==> src/rtl/vga_pkg.sv <==
// ----------------------------------------------------------------------------
// vga_pkg
//   Shared raster constants for the overlay pipeline. This package holds the
//   640x480@60 timing numbers, the derived line and frame totals, and the
//   6-bit RRGGBB colour constants used by the overlay generators.
//   It also provides a small window-decode helper for sync pulses.
//   It has no ports.
// ----------------------------------------------------------------------------
package vga_pkg;

   // Horizontal timing, in pixels
   localparam int H_VISIBLE = 640;
   localparam int H_FRONT   = 16;
   localparam int H_SYNC    = 96;
   localparam int H_BACK    = 48;

   // Vertical timing, in lines
   localparam int V_VISIBLE = 480;
   localparam int V_FRONT   = 10;
   localparam int V_SYNC    = 2;
   localparam int V_BACK    = 33;

   localparam int H_TOTAL = H_VISIBLE + H_FRONT + H_SYNC + H_BACK;  // 800
   localparam int V_TOTAL = V_VISIBLE + V_FRONT + V_SYNC + V_BACK;  // 525

   // Sync lags x/y/active by one cycle to line up with the registered rgb stage
   localparam int SYNC_DELAY_DEF = 1;

   // 6-bit colours, RRGGBB
   localparam logic [5:0] BLACK = 6'b00_00_00;
   localparam logic [5:0] GOLD  = 6'b11_10_00;
   localparam logic [5:0] RED   = 6'b11_00_00;
   localparam logic [5:0] WHITE = 6'b11_11_11;

   // Sync pin pair as it travels down the delay line
   typedef struct packed {
      logic hsync_n;
      logic vsync_n;
   } sync_t;

   localparam sync_t SYNC_IDLE = '{hsync_n: 1'b1, vsync_n: 1'b1};

   // True when pos lies in [lo, lo+len). The sum is widened so that a window
   // ending exactly at 2048 still decodes correctly.
   function automatic logic in_window(input logic [10:0] pos,
                                      input logic [10:0] lo,
                                      input logic [10:0] len);
      logic [11:0] hi;
      hi = {1'b0, lo} + {1'b0, len};
      return (pos >= lo) && ({1'b0, pos} < hi);
   endfunction

endpackage

==> src/rtl/sync_delay_line.sv <==
// ----------------------------------------------------------------------------
// sync_delay_line
//   This is a DEPTH-stage shift register with synchronous active-high reset.
//   Every stage resets to RESET_VAL. With DEPTH=0 the block is a plain wire.
//   Ports:
//     clk  in   1      clock
//     rst  in   1      synchronous reset, active-high
//     d_i  in   WIDTH  data entering stage 0
//     q_o  out  WIDTH  data leaving the last stage (or d_i when DEPTH=0)
// ----------------------------------------------------------------------------
module sync_delay_line #(
   parameter int               WIDTH     = 2,
   parameter int               DEPTH     = 1,
   parameter logic [WIDTH-1:0] RESET_VAL = '1
) (
   input  logic             clk,
   input  logic             rst,
   input  logic [WIDTH-1:0] d_i,
   output logic [WIDTH-1:0] q_o
);

   generate
      if (DEPTH == 0) begin : g_wire
         // Clock and reset are not needed in the wire build
         logic unused_clk_rst;
         assign unused_clk_rst = clk ^ rst;
         assign q_o = d_i;
      end else begin : g_pipe
         logic [DEPTH-1:0][WIDTH-1:0] stage_q;

         always_ff @(posedge clk) begin
            if (rst) begin
               for (int i = 0; i < DEPTH; i++) stage_q[i] <= RESET_VAL;
            end else begin
               stage_q[0] <= d_i;
               for (int i = 1; i < DEPTH; i++) stage_q[i] <= stage_q[i-1];
            end
         end

         assign q_o = stage_q[DEPTH-1];
      end
   endgenerate

endmodule

==> src/rtl/vga_timing_gen.sv <==
// ----------------------------------------------------------------------------
// vga_timing_gen
//   This is a free-running raster timing source. The h/v counters are the
//   only timing state. x, y, active and the line/frame strobes are decoded
//   from them with zero latency. The sync pins go through a SYNC_DELAY-stage
//   delay line so that they line up with registered pixel data downstream.
//   Ports:
//     clk          in   1   pixel clock
//     rst          in   1   synchronous reset, active-high
//     x            out  10  horizontal position, 0..H_TOTAL-1
//     y            out  10  vertical position, 0..V_TOTAL-1
//     active       out  1   inside the visible area
//     hsync_n      out  1   horizontal sync, low-true, delayed SYNC_DELAY
//     vsync_n      out  1   vertical sync, low-true, delayed SYNC_DELAY
//     line_start   out  1   high for the cycle where x==0
//     frame_start  out  1   high for the cycle where x==0 && y==0
//     frame_count  out  8   frame index, advances with each frame_start
//   The line and frame totals must both be <= 1024.
// ----------------------------------------------------------------------------
module vga_timing_gen
   import vga_pkg::sync_t;
   import vga_pkg::SYNC_IDLE;
   import vga_pkg::in_window;
#(
   parameter int H_VISIBLE  = vga_pkg::H_VISIBLE,
   parameter int H_FRONT    = vga_pkg::H_FRONT,
   parameter int H_SYNC     = vga_pkg::H_SYNC,
   parameter int H_BACK     = vga_pkg::H_BACK,
   parameter int V_VISIBLE  = vga_pkg::V_VISIBLE,
   parameter int V_FRONT    = vga_pkg::V_FRONT,
   parameter int V_SYNC     = vga_pkg::V_SYNC,
   parameter int V_BACK     = vga_pkg::V_BACK,
   parameter int SYNC_DELAY = vga_pkg::SYNC_DELAY_DEF
) (
   input  logic       clk,
   input  logic       rst,
   output logic [9:0] x,
   output logic [9:0] y,
   output logic       active,
   output logic       hsync_n,
   output logic       vsync_n,
   output logic       line_start,
   output logic       frame_start,
   output logic [7:0] frame_count
);

   localparam int HTOT = H_VISIBLE + H_FRONT + H_SYNC + H_BACK;
   localparam int VTOT = V_VISIBLE + V_FRONT + V_SYNC + V_BACK;

   localparam logic [9:0]  H_LAST = 10'(HTOT - 1);
   localparam logic [9:0]  V_LAST = 10'(VTOT - 1);
   localparam logic [10:0] H_VIS  = 11'(H_VISIBLE);
   localparam logic [10:0] V_VIS  = 11'(V_VISIBLE);
   localparam logic [10:0] HS_LO  = 11'(H_VISIBLE + H_FRONT);
   localparam logic [10:0] HS_LEN = 11'(H_SYNC);
   localparam logic [10:0] VS_LO  = 11'(V_VISIBLE + V_FRONT);
   localparam logic [10:0] VS_LEN = 11'(V_SYNC);

   logic [9:0] h_q, h_d;
   logic [9:0] v_q, v_d;
   logic [7:0] fc_q, fc_d;
   logic       h_wrap, v_wrap;
   sync_t      sync_raw, sync_dly;

   // ---------------------------------------------------------------------
   // Next-state logic
   // ---------------------------------------------------------------------
   assign h_wrap = (h_q == H_LAST);
   assign v_wrap = (v_q == V_LAST);

   always_comb begin
      h_d  = h_q + 10'd1;
      v_d  = v_q;
      fc_d = fc_q;
      if (h_wrap) begin
         h_d = '0;
         v_d = v_wrap ? '0 : v_q + 10'd1;
         // The step (last,last)->(0,0) is the frame boundary. The wrap from
         // 255 to 0 is intentional.
         if (v_wrap) fc_d = fc_q + 8'd1;
      end
   end

   // Reset parks the raster on its last pixel. The first free-running edge
   // then lands on (0,0) with frame_count 0, and a full first frame follows.
   always_ff @(posedge clk) begin
      if (rst) begin
         h_q  <= H_LAST;
         v_q  <= V_LAST;
         fc_q <= 8'hFF;
      end else begin
         h_q  <= h_d;
         v_q  <= v_d;
         fc_q <= fc_d;
      end
   end

   // ---------------------------------------------------------------------
   // Zero-latency decode
   // ---------------------------------------------------------------------
   assign x           = h_q;
   assign y           = v_q;
   assign frame_count = fc_q;
   assign active      = ({1'b0, h_q} < H_VIS) && ({1'b0, v_q} < V_VIS);
   assign line_start  = (h_q == 10'd0);
   assign frame_start = (h_q == 10'd0) && (v_q == 10'd0);

   // The parked reset position lies in the back porch, so the raw syncs are
   // already idle during reset. The delay stages are forced idle as well.
   assign sync_raw.hsync_n = ~in_window({1'b0, h_q}, HS_LO, HS_LEN);
   assign sync_raw.vsync_n = ~in_window({1'b0, v_q}, VS_LO, VS_LEN);

   sync_delay_line #(
      .WIDTH     ($bits(sync_t)),
      .DEPTH     (SYNC_DELAY),
      .RESET_VAL (SYNC_IDLE)
   ) u_sync_dly (
      .clk (clk),
      .rst (rst),
      .d_i (sync_raw),
      .q_o (sync_dly)
   );

   assign hsync_n = sync_dly.hsync_n;
   assign vsync_n = sync_dly.vsync_n;

endmodule

==> config.mk <==
export PLATFORM = sky130hd
export DESIGN_NAME = vga_timing_gen
export DESIGN_NICKNAME = d
export VERILOG_FILES = /design/src/rtl/vga_pkg.sv /design/src/rtl/sync_delay_line.sv /design/src/rtl/vga_timing_gen.sv
export SDC_FILE = /design/constraint.sdc
export NUM_CORES = 1
export LEC_CHECK = 0
export ABC_AREA = 0
export CORE_ASPECT_RATIO = 1.25
export CORE_MARGIN = 3
export CORE_UTILIZATION = 50
export CTS_BUF_LIST = sky130_fd_sc_hd__clkbuf_4 sky130_fd_sc_hd__clkbuf_8 sky130_fd_sc_hd__clkbuf_16
export CTS_CLUSTER_SIZE = 28
export DETAILED_ROUTE_END_ITERATION = 10
export PLACE_DENSITY = 0.78
export SYNTH_ARGS = -nofsm -noshare
export SYNTH_HDL_FRONTEND = slang
export SYNTH_SLANG_ARGS = --single-unit
==> constraint.sdc <==
create_clock -name clk -period 3.4 [get_ports clk]
set_clock_uncertainty 0.15 [all_clocks]
set_input_delay 0.68 -clock clk [delete_from_list [all_inputs] [get_ports clk]]
set_output_delay 0.68 -clock clk [all_outputs]
set_load 0.1 [all_outputs]
; Yosys cells after proc, flatten, opt, wreduce, memory -nomap -nowiden
; Cells that the tools add are included.
[totals]
wordCells = 28
register_bits = 30
in_bits = 2
out_inout_bits = 33
[classes]
reduce_logical = 8
add_sub_neg = 3
n_mux = 2
bitwise_logic = 2
eq_ne = 2
n_lt_le_gt_ge = 6
[op_table]
columns = operator, n
row1 = 10-bit by 1-bit adder with 10-bit output (second input constant), 2
row2 = 10-bit equality test (second input constant), 2
row3 = 10-bit zero test, 2
row4 = 10-bit less-than comparator (second input constant), 2
row5 = 10-bit by 9-bit less-than comparator with 1-bit output (second input constant), 2
row6 = 10-bit 2-to-1 mux, 2
row7 = 10-bit >= comparator (second input constant), 1
row8 = 10-bit by 9-bit >= comparator with 1-bit output (second input constant), 1
row9 = 8-bit by 1-bit adder with 8-bit output (second input constant), 1
row10 = 1-bit logical AND, 4
row11 = 1-bit inverter, 2
row12 = 2-bit AND reduction, 1
row13 = 2-bit OR reduction, 1

; Logic depth before layout (Yosys ltp)
[depth]
word_depth = 3
ltp_mapped = 7
mapped_depth_nobuf = 6

; Modules after synthesis
; Synthesis repeated with hierarchy kept, for this count alone.
[unflattened]
hier_cells = 181
area_unflattened_um2 = 1532.7
[modules_own_cells]
columns = mod, n_inst, seq_area_each_um2, cells_each, area_per_inst_um2
row1 = vga_timing_gen, 1, 560.5, 177, 1480.2
row2 = sync_delay_line, 1, 40.0, 4, 52.6

; Worst setup path before layout
; Ideal clock, no wire load.
[synth_timing]
path_kind = register to output
start = register h_q[4], in the netlist x[4]
end = output port frame_start
n_path_buf = 1
stages_incl_launch_ff = 5
required_ns = 2.570
slack_ns = -2.871
arrival_time_ns = 5.441
path_cell_list = dfxtp_1 buf_2 or4b_1 nor4_1 and3_1
[synth_via]
elab_chain_cells = 2
[synth_lines]
columns = element, line_no
row1 = from (decl), vga_timing_gen.sv:59  ; logic [9:0] h_q, h_d;
row2 = from (signal assigned), vga_timing_gen.sv:88  ; h_q <= H_LAST;
row3 = from (signal assigned), vga_timing_gen.sv:92  ; h_q <= h_d;
row4 = 10-bit zero test, n/a
row5 = named net line_start, vga_timing_gen.sv:42  ; output logic line_start,
row6 = 1-bit logical AND, vga_timing_gen.sv:106  ; assign frame_start = (h_q == 10'd0) && (v_q == 10'd0);
row7 = to (decl), vga_timing_gen.sv:43  ; output logic frame_start,
; The timed path passes the listed nets, and every way through them passes these cells.

; Worst setup path in the final report
[layout_timing]
start = register v_q[0], in the netlist y[0]
end = output port frame_start
[layout_via]
elab_chain_cells = 2
[layout_lines]
columns = element, line_no
row1 = from (decl), vga_timing_gen.sv:60  ; logic [9:0] v_q, v_d;
row2 = from (signal assigned), vga_timing_gen.sv:93  ; v_q <= v_d;
row3 = 10-bit zero test, vga_timing_gen.sv:106
row4 = 1-bit logical AND, vga_timing_gen.sv:106
; No other way between the ends.

==> impl_metrics.csv <==
group,metric,value,unit
final_layout,multi_input_area,963,µm²
clock_network,clockRootBuffer,"clkbuf_4",
setup_path,slowest_delay,0.58,ns
global_routing,grt_pass1_wl,7.00,mm
setup_path,crit_fanout,6,
place,port_buffers,34,
yosys,synth_edf_count,0,
global_routing,grt_max_degree,18,
final_layout,final_cell_mix,"buf_4 (33), dfxtp_1 (30), nand3_1 (20)",
clock_network,htreeDepth,2,
clock_network,postCtsSetupBuffers,0,
floorplan,start_util,53.4,%
hold_path,hp-class,"flip-flop to flip-flop",
final_layout,layout_commonest_cell,"buf_4",
yosys,netlist.area_leader.share,37.5,%
clock_network,cts_tree,"built",
place,place.gp.congestion,0.890,
final_layout,area_growth,23.0,%
clock_network,clock-sinks,30,
setup_path,slowest_stage,"or4b_2",
hold_path,hp-start,"y[1]$_SDFFE_PP0N_",
sta,final_max_slew_viol_count,0,
drt,ant_nets,0,
final_layout,stdcell_count,251,
place,dp.cells,243,
final_layout,drive_gt1_share,26.5,%
floorplan,fp.dieArea,0.00392,mm²
global_routing,grt_pass1_vias,1483,
drt,vias,1549,
floorplan,fp-row-count,22,
yosys,synthTopCellsByArea,"dfxtp_1 (38%), nand3_1 (6.3%), ha_1 (3.9%)",
drt,wire_per_inst,16.3,µm
floorplan,die_x,56.6,µm
setup_path,worstPathRequired,2.57,ns
setup_path,critical_path_arrival,2.12,ns
yosys,ys_dominant_reg_cell,"dfxtp_1",
setup_path,end_kind,"primary output",
yosys,synth_top_area_cell,"dfxtp_1",
sta,tightest_slew,0.540,ns
global_routing,grt.overflow.total,0,
sta,relSlewSlack,63.9,%
global_routing,antenna_found_initial,0,
yosys,avgSynthCellArea,8.80,µm²
final_layout,final_nets,221,
final_layout,ff_latch_area,601,µm²
drt,route.detailed.drc,0,
global_routing,track_usage,22.2,%
sta,fmax,0.339,GHz
sta,rsz0062_at_grt,"false",
setup_path,critPathKind,"flip-flop to primary output",
flow_run,max-cap-violations,0,
sta,setup_viol,0,
yosys,synth-seq-cells,30,
setup_path,crit_start,"y[0]$_SDFFE_PP0N_",
clock_network,cts.repair.resized,0,
floorplan,die_y,69.3,µm
yosys,syn-instance-count,182,
clock_network,cts_made_buffers,5,
setup_path,path_buf_inv,2,
drt,drt-total-wl,4.08,mm
setup_path,startpoint_type,"flip-flop",
floorplan,io_pins,35,
place,dp_hpwl,2.97,mm
yosys,yosysWarnings,0,
floorplan,core,0.00300,mm²
status,outcome,"completed",
yosys,synth-async-reset-ratio,0,%
sta,timing.final.crit_share,86.7,%
setup_path,r2r-start,"x[0]$_SDFF_PP1_",
setup_path,worstPathCellList,"inv_1, ha_1, or4b_2, nor3_1, and3_4, buf_12",
drt,dr.pass1.iters,5,
yosys,syn_area,0.00160,mm²
clock_network,clk_pin_slew,0.10,ns
clock_network,cts-hold-fix-buffers,0,
final_layout,num_antenna_cells,0,
drt,via_per_inst,6.17,
yosys,syn_nets,189,
clock_network,cts_max_path_buffers,2,
clock_network,insertion_delay,0.34,ns
drt,first_iter_violations,81,
sta,hold_violations,0,
sta,fin_crit,2.95,ns
setup_path,path_delay_family,"simple AND/OR/NAND/NOR gates",
yosys,ys_types,39,
yosys,ys_seq_area_share,37.5,%
final_layout,fill_cells,254,
==> path summary, 6_finish.rpt <==
check / to / slack (ns) / cells after the start
worst max register to register: y[8]$_SDFFE_PP0N_ / 1.09 / 5
worst min-delay path: u_sync_dly.q_o[0]$_SDFF_PP1_ / 0.35 / 1
worst min register to register: u_sync_dly.q_o[0]$_SDFF_PP1_ / 0.35 / 1
worst max-delay path: frame_start / 0.45 / 6
==> flip-flops by register name, summed over array words and instances, names as in the netlist <==
signal and count:
x 10, y 10, frame_count 8, u_sync_dly.q_o 2
==> per-layer routing <==
layer  wire [µm]  part of all wire (%)  up-vias  track usage, %
met4         109                   2.7        0            9.76
met2        1980                    48       63            35.9
met3         272                   6.7       11            6.15
met5           0                     0        -               0
met1        1720                    42      736            27.0
li1            -                     -      739               -
==> layout make-up <==
| cell class | count | share of cell area, % |
|---|---|---|
| well taps | 36 | 2.29 |
| flip-flops and latches | 30 | 30.5 |
| repair buffers | 35 | 14.1 |
| multi-input cells | 137 | 48.9 |
| inverters | 5 | 0.953 |
| clock inverters | 1 | 0.254 |
| clock buffers | 7 | 2.99 |
==> cell families (layout without fill, tap and decap cells) <==
| logic type | Yosys count | after routing | synth area share, % |
|---|---|---|---|
| DFF | 30 | 30 | 37.5 |
| muxes | 3 | 3 | 1.95 |
| xor gates and xnor gates | 12 | 12 | 6.56 |
| adders and majority gates | 5 | 5 | 3.91 |
| and+or+nand+nor | 91 | 91 | 36.8 |
| AOI/OAI and AO/OA | 26 | 26 | 9.37 |
| buffers and inverters | 15 | 48 | 3.91 |
==> Yosys cell counts (2+ instances only) <==
master and count:
dfxtp_1 30, nand3_1 20, nor3_1 10, nand2_1 9, and3_1 8, o21ai_0 8
nor2_1 7, xor2_1 7, nand4_1 6, a21oi_1 5, buf_2 5, clkbuf_1 5
ha_1 5, inv_1 5, xnor2_1 5, and4_1 4, nor4_1 4, o21ai_1 4
o31ai_1 4, or4_1 4, a31oi_1 2, and2_1 2, mux2i_1 2, nor2b_1 2
nor3_2 2, nor4_4 2, o211ai_1 2, or3_1 2
==> through the flow <==
step / TNS (ns) / cell area, µm² / setup slack [ns] / utilization (%) / hold WS (ns)
2_1_floorplan: -0.598 / 1630 / -0.598 / - / 0.696
3_3_place_gp: 0 / 1910 / 0.900 / 63.5 / 0.313
3_5_place_dp: 0 / 1910 / 0.839 / 63.5 / 0.321
4_1_cts: 0 / 1970 / 0.451 / 65.6 / 0.342
5_1_grt: 0 / 1970 / 0.373 / 65.6 / 0.394
6_report: 0 / 1970 / 0.453 / 65.6 / 0.347
Power is left out: the tool's default activity adds up to more than one toggle a clock period on the data nets, which glitch-free logic cannot reach.
